`src/rtl/fproc_arbiter_if.sv`:
```
// fproc_arbiter_if: single-outstanding req/ack request channel plus result strobe
// between the fproc arbiter (master) and the shared function processor (slave).
interface fproc_arbiter_if #(
    parameter int ID_WIDTH   = 8,
    parameter int DATA_WIDTH = 32
);
    logic                  fp_req;
    logic [ID_WIDTH-1:0]   fp_id;
    logic                  fp_ack;
    logic                  fp_valid;
    logic [DATA_WIDTH-1:0] fp_data;

    modport master (
        output fp_req,
        output fp_id,
        input  fp_ack,
        input  fp_valid,
        input  fp_data
    );

    modport slave (
        input  fp_req,
        input  fp_id,
        output fp_ack,
        output fp_valid,
        output fp_data
    );
endinterface

```
`src/rtl/fproc_arbiter.sv`:
```
// fproc_arbiter: queues one fproc request per core, grants round-robin, runs one fproc transaction
// at a time and returns the result as a one-cycle strobe. Optional watchdog: FPROC_ARB_TIMEOUT_EN.
module fproc_arbiter #(
    parameter int N_CORES     = 4,
    parameter int ID_WIDTH    = 8,
    parameter int DATA_WIDTH  = 32,
    parameter int TIMEOUT_CYC = 1024
) (
    input  logic                        clk,
    input  logic                        reset,
    input  logic [N_CORES-1:0]          core_en,
    input  logic [N_CORES*ID_WIDTH-1:0] core_id,
    output logic [N_CORES-1:0]          core_valid,
    output logic [DATA_WIDTH-1:0]       core_data,
    output logic                        core_err,
    fproc_arbiter_if.master             fp,
    output logic                        busy
);

    localparam int PTR_W = $clog2(N_CORES);

    typedef enum logic [1:0] {
        IDLE,
        ISSUE,
        WAIT,
        RETURN
    } state_t;

    state_t             state;
    logic [PTR_W-1:0]   gnt;
    logic [PTR_W-1:0]   rr_ptr;
    logic [N_CORES-1:0] pending;
    logic [ID_WIDTH-1:0] id_reg [N_CORES];
    logic               err_q;
    logic               timed_out;

    logic               grant_found;
    logic [PTR_W-1:0]   grant_idx;
    logic [PTR_W-1:0]   grant_next_ptr;
    logic [N_CORES-1:0] grant_clr;
    logic [PTR_W:0]     scan;
    logic [N_CORES-1:0] gnt_mask;

    // Round-robin pick: first pending core at or after rr_ptr, wrapping past the top index.
    always_comb begin
        // NOTE: every always_comb output gets a default first so no path leaves it unassigned (no latch).
        grant_found = 1'b0;
        grant_idx   = '0;
        scan        = '0;
        for (int i = 0; i < N_CORES; i++) begin
            scan = {1'b0, rr_ptr} + (PTR_W+1)'(i);
            if (scan >= (PTR_W+1)'(N_CORES)) begin
                scan = scan - (PTR_W+1)'(N_CORES);
            end
            if (!grant_found && pending[scan[PTR_W-1:0]]) begin
                grant_found = 1'b1;
                grant_idx   = scan[PTR_W-1:0];
            end
        end
    end

    assign grant_next_ptr = (grant_idx == PTR_W'(N_CORES - 1)) ? '0 : grant_idx + PTR_W'(1);
    assign grant_clr      = (state == IDLE && grant_found) ? (N_CORES'(1) << grant_idx) : '0;
    assign gnt_mask       = N_CORES'(1) << gnt;
    assign busy           = (state != IDLE) || (|pending);
    assign core_err       = err_q;

    // Request capture: a core with a request already queued cannot replace its id.
    always_ff @(posedge clk or negedge reset) begin
        if (!reset) begin
            pending <= '0;
            // NOTE: the id registers are a small flop array, so they are cleared with everything else;
            // a RAM-backed store would be left out of the reset instead.
            for (int k = 0; k < N_CORES; k++) begin
                id_reg[k] <= '0;
            end
        end else begin
            for (int k = 0; k < N_CORES; k++) begin
                if (core_en[k] && !pending[k]) begin
                    pending[k] <= 1'b1;
                    id_reg[k]  <= core_id[k*ID_WIDTH +: ID_WIDTH];
                end else if (grant_clr[k]) begin
                    pending[k] <= 1'b0;
                end
            end
        end
    end

`ifdef FPROC_ARB_TIMEOUT_EN
    localparam int TMO_W = (TIMEOUT_CYC > 1) ? $clog2(TIMEOUT_CYC) : 1;

    logic [TMO_W-1:0] tmo_cnt;

    // Counts cycles spent in ISSUE/WAIT; restarts from zero every time the FSM leaves them.
    always_ff @(posedge clk or negedge reset) begin
        if (!reset) begin
            tmo_cnt <= '0;
        end else if (state == ISSUE || state == WAIT) begin
            tmo_cnt <= tmo_cnt + TMO_W'(1);
        end else begin
            tmo_cnt <= '0;
        end
    end

    assign timed_out = (state == ISSUE || state == WAIT) && (tmo_cnt == TMO_W'(TIMEOUT_CYC - 1));
`else
    // Without the watchdog the limit has no effect; keep it referenced for lint.
    logic unused_timeout_cfg;
    assign unused_timeout_cfg = (TIMEOUT_CYC > 0);
    assign timed_out          = 1'b0;
`endif

    always_ff @(posedge clk or negedge reset) begin
        if (!reset) begin
            state      <= IDLE;
            gnt        <= '0;
            rr_ptr     <= '0;
            fp.fp_req  <= 1'b0;
            fp.fp_id   <= '0;
            core_valid <= '0;
            core_data  <= '0;
            err_q      <= 1'b0;
        end else begin
            // NOTE: state and outputs use non-blocking assignments so every flop samples pre-edge values.
            core_valid <= '0;
            unique case (state)
                IDLE: begin
                    if (grant_found) begin
                        gnt       <= grant_idx;
                        rr_ptr    <= grant_next_ptr;
                        fp.fp_req <= 1'b1;
                        fp.fp_id  <= id_reg[grant_idx];
                        state     <= ISSUE;
                    end
                end
                ISSUE: begin
                    if (fp.fp_ack && fp.fp_valid) begin
                        fp.fp_req  <= 1'b0;
                        core_data  <= fp.fp_data;
                        err_q      <= 1'b0;
                        core_valid <= gnt_mask;
                        state      <= RETURN;
                    end else if (fp.fp_ack) begin
                        fp.fp_req <= 1'b0;
                        state     <= WAIT;
                    end else if (timed_out) begin
                        fp.fp_req  <= 1'b0;
                        core_data  <= '0;
                        err_q      <= 1'b1;
                        core_valid <= gnt_mask;
                        state      <= RETURN;
                    end
                end
                WAIT: begin
                    if (fp.fp_valid) begin
                        core_data  <= fp.fp_data;
                        err_q      <= 1'b0;
                        core_valid <= gnt_mask;
                        state      <= RETURN;
                    end else if (timed_out) begin
                        core_data  <= '0;
                        err_q      <= 1'b1;
                        core_valid <= gnt_mask;
                        state      <= RETURN;
                    end
                end
                RETURN: begin
                    err_q <= 1'b0;
                    state <= IDLE;
                end
                default: state <= IDLE;
            endcase
        end
    end

endmodule

```
`src/flat_wrapper.sv`:
```
// flat-port wrapper written by rule: the top's interface ports become plain ports
module fproc_arbiter_flat 
#(
    parameter int N_CORES     = 4,
    parameter int ID_WIDTH    = 8,
    parameter int DATA_WIDTH  = 32,
    parameter int TIMEOUT_CYC = 1024
)
  (clk, reset, core_en, core_id, core_valid, core_data, core_err, busy, fp_fp_req, fp_fp_id, fp_fp_ack, fp_fp_valid, fp_fp_data);
  fproc_arbiter_if #(.ID_WIDTH(ID_WIDTH), .DATA_WIDTH(DATA_WIDTH)) fp_i ();
  input  logic clk;
  input  logic reset;
  input  logic [N_CORES-1:0] core_en;
  input  logic [N_CORES*ID_WIDTH-1:0] core_id;
  output logic [N_CORES-1:0] core_valid;
  output logic [DATA_WIDTH-1:0] core_data;
  output logic core_err;
  output logic busy;
  output wire logic [$bits(fp_i.fp_req)-1:0] fp_fp_req;
  output wire logic [$bits(fp_i.fp_id)-1:0] fp_fp_id;
  input wire logic [$bits(fp_i.fp_ack)-1:0] fp_fp_ack;
  input wire logic [$bits(fp_i.fp_valid)-1:0] fp_fp_valid;
  input wire logic [$bits(fp_i.fp_data)-1:0] fp_fp_data;
  assign fp_fp_req = fp_i.fp_req;
  assign fp_fp_id = fp_i.fp_id;
  assign fp_i.fp_ack = fp_fp_ack;
  assign fp_i.fp_valid = fp_fp_valid;
  assign fp_i.fp_data = fp_fp_data;
  fproc_arbiter #(.N_CORES(N_CORES), .ID_WIDTH(ID_WIDTH), .DATA_WIDTH(DATA_WIDTH), .TIMEOUT_CYC(TIMEOUT_CYC)) u_core (.clk(clk), .reset(reset), .core_en(core_en), .core_id(core_id), .core_valid(core_valid), .core_data(core_data), .core_err(core_err), .fp(fp_i), .busy(busy));
endmodule
```
`config.mk`:
```
export PLATFORM = sky130hd
export DESIGN_NAME = fproc_arbiter_flat
export DESIGN_NICKNAME = d
export VERILOG_FILES = /design/src/rtl/fproc_arbiter_if.sv /design/src/rtl/fproc_arbiter.sv /design/src/flat_wrapper.sv
export SDC_FILE = /design/constraint.sdc
export NUM_CORES = 1
export LEC_CHECK = 0
export ABC_AREA = 0
export CORE_MARGIN = 2
export CORE_UTILIZATION = 40
export CTS_BUF_LIST = sky130_fd_sc_hd__clkbuf_16
export DETAILED_ROUTE_END_ITERATION = 7
export GPL_ROUTABILITY_DRIVEN = 0
export PLACE_DENSITY_LB_ADDON = 0.12
export SYNTH_ARGS = -nofsm -noshare
export SYNTH_HDL_FRONTEND = slang
export SYNTH_SLANG_ARGS = --single-unit
```
`constraint.sdc`:
```
create_clock -name clk -period 2 [get_ports clk]
set_clock_uncertainty 0.1 [all_clocks]
set_input_delay 0.4 -clock clk [delete_from_list [all_inputs] [get_ports clk]]
set_output_delay 0.4 -clock clk [all_outputs]
set_load 0.005 [all_outputs]
```
==> flow_summary_export.csv <==
group,metric,value,unit
worst_setup_path,cp_slowest_cell,"dfrtp_2",
synth,avgSynthCellArea,13.8,um2
job,maxCapViolations,0,
worst_setup_path,critPathKind,"reg2out",
cells_and_area,area_growth,47.0,%
synth,synth_top_area_frac,0.593,
clock_network,clock-sinks,87,
synth,synth_top_area_cell,"dfrtp_1",
synth,synthAdderAreaFrac,0.0136,
sta,hold_violations,0,
hold_path,hold_start,"u_core.core_data[12]",
cells_and_area,fin_nets,472,
worst_setup_path,reg2reg_from,"u_core.state[1]",
worst_setup_path,slowest_delay,0.47,ns
sta,maxSlewViolCount,0,
drt,first_pass_iters,4,
drt,wl,7820,um
synth,synth-simple-area-share,0.0545,
synth,synth_cells,266,
worst_setup_path,start_kind,"flop",
die,pin_count,119,
global_route,grt_pass1_wl,12800,um
pwr,irDropWorstVdd,0.552,mV
sta,holdWs,0.388,ns
clock_network,cts_tree,"yes",
cells_and_area,antenna_cells,0,
sta,rsz0062_at_grt,"false",
synth,yosys_warnings,0,
drt,drtIter0Drc,96,
synth,synth_compound_area_frac,0.0620,
synth,synthesis.area,0.00367,mm2
drt,via_per_inst,4.99,
drt,ant_nets,0,
sta,timing.fmax,0.517,GHz
drt,wl_per_cell,15.4,um
global_route,grt_max_degree,36,
pwr,switching_share,0.299,
synth,synth_mux_area_frac,0.243,
placement,hpwlAfterDp,5690,um
sta,finalWorstSetupSlack,0.0651,ns
pwr,clkPwrFrac,0.211,
pwr,leakage,0.00232,uW
cells_and_area,final_common_cell,"clkdlybuf4s50_1",
pwr,pwr-share-comb,0.416,
sta,fin_crit_sh,0.967,
die,initial_utilization,0.417,
sta,period_needed,1.93,ns
synth,synthXorXnorAreaFrac,0.00239,
global_route,grt_pass1_vias,2644,
cells_and_area,drive_above_1_share,0.239,
synth,synth.area.top_cells,"dfrtp_1 (59%), mux2_2 (17%), mux2i_1 (4.6%), mux2_1 (2.1%), nand2_1 (2.0%)",
pwr,seq_power_share,0.373,
cells_and_area,final_cell_mix,"clkdlybuf4s50_1 (115), dfrtp_1 (86), mux2_2 (57)",
die,core,0.00881,mm2
worst_setup_path,critPathLaunch,"u_core.pending[1]",
worst_setup_path,required,1.50,ns
clock_network,clockRootBuffer,"clkbuf_16",
worst_setup_path,crit_fanout,7,
pwr,p_switching,2520,uW
clock_network,numCtsBuffers,9,
pwr,power_density,1560,mW/mm2
clock_network,worstSkewPairLatency,0.33,ns
die,die_width,99.8,um
drt,drc_errors,0,
status,outcome,"finished, final reports clean",
placement,portBuffers,117,
clock_network,clk_pin_slew,0.06,ns
synth,synth.distinct_cells,38,
worst_setup_path,crit_chain,"nor4_4, nand2_1, dlygate4sd2_1",
synth,ys_seq_elements,87,
placement,dp_slack,-0.0379,ns
sta,setup_viol,0,
die,die_h,99.8,um
drt,vias,2541,
synth,syn-num-nets,342,
sta,final.setup.tns,0,ns
global_route,antenna_found_initial,0,
worst_setup_path,critPathArrivalTime,1.43,ns
die,num_rows,34,
hold_path,min_path_type,"reg2reg",
global_route,grt_usage,0.165,
worst_setup_path,crit_path_end_kind,"primary output",
clock_network,cts_max_level,3,
clock_network,cts_max_path_buffers,2,
synth,ys_seq_area_frac,0.593,
synth,synth_top_family_by_area,"multiplexers",
die,dieArea,0.00996,mm2
global_route,overflow,0,
pwr,internal-power,5890,uW
==> through the flow <==
| stage | instances | utilization | instance area [um2] | total power (uW) |
|---|---|---|---|---|
| floorplan | 266 | - | 3670 | 5070 |
| global placement | 492 | 0.573 | 5040 | 6550 |
| detailed placement | 492 | 0.573 | 5040 | 6650 |
| CTS | 509 | 0.613 | 5400 | 8530 |
| global route | 509 | 0.613 | 5400 | 8980 |
| finish | 509 | 0.613 | 5400 | 8400 |
==> synthesized netlist by cell type, drive strengths merged <==
| master | number |
|---|---|
| o22a | 1 |
| clkbuf | 4 |
| inv | 7 |
| nor2b | 5 |
| mux2 | 64 |
| nor2 | 5 |
| nand3b | 1 |
| ha | 4 |
| nand2 | 20 |
| buf | 10 |
| a21boi | 1 |
| o2bb2a | 1 |
| a222oi | 1 |
| conb | 1 |
| a21o | 2 |
| a21oi | 5 |
| and2b | 1 |
| a211oi | 1 |
| a22oi | 2 |
| nor3b | 1 |
| o21ai | 7 |
| a31oi | 1 |
| dfrtp | 87 |
| nor4b | 1 |
| and2 | 1 |
| xor2 | 1 |
| nand2b | 2 |
| o221ai | 8 |
| mux2i | 17 |
| nor4 | 2 |
| and3 | 1 |
| o211ai | 1 |
==> kinds of logic after synthesis <==
logic type                 after synthesis
DFF                                     87
muxes                                   81
and+or+nand+nor                         40
AOI/OAI and AO/OA                       31
buffers and inverters                   21
adders and majority gates                4
other                                    1
xor gates and xnor gates                 1
==> power groups by stage <==
stage          Sequential, uW  Combinational, uW  Clock [uW]
2_1_floorplan            3090               1980           0
3_3_place_gp             3120               3420           0
3_5_place_dp             3150               3500           0
4_1_cts                  3140               3560        1820
5_1_grt                  3260               3830        1890
6_report                 3130               3490        1780
==> repair_timing <==
action | CTS | global route
hold buffers | 1 | 0
hold endpoints to repair | 31 | 0
setup endpoints to repair | 1 | 0
gates resized for setup | 7 | 0
buffers inserted | 0 | 0
==> cell type report <==
class	count	area [um2]
clock buffer	9	225
fill	708	3410
clock inverter	7	97.6
timing repair buffer	133	1330
inverter	7	26.3
sequential	87	2180
tap	108	135
multi-input combinational	158	1410
==> worst max-delay path: cells and delay by family, from the launching register on <==
| kind | cells | cell delay [ns] |
|---|---|---|
| flip-flops | 1 | 0.47 |
| AND/OR/NAND/NOR | 2 | 0.37 |
| buffers and inverters | 1 | 0.28 |
==> final timing paths <==
kind,to,slack (ns),cells after the start
max,busy,0.07,3
min,u_core.core_data[12],0.39,1
max reg2reg,u_core.core_data[28],0.13,6
min in group asynchronous,u_core.state[0],0.46,2
min reg2reg,u_core.core_data[12],0.39,1
max in group asynchronous,u_core.id_reg[5],0.78,3
==> layer usage <==
metal  GRT usage  up-vias  wire length [um]
met2       0.270       73              3810
met5           0        -                 0
met4      0.0674        0               147
met3      0.0439       14               405
met1       0.210     1251              3450
li1            -     1203                 -
(Power assumes the default switching activity.)
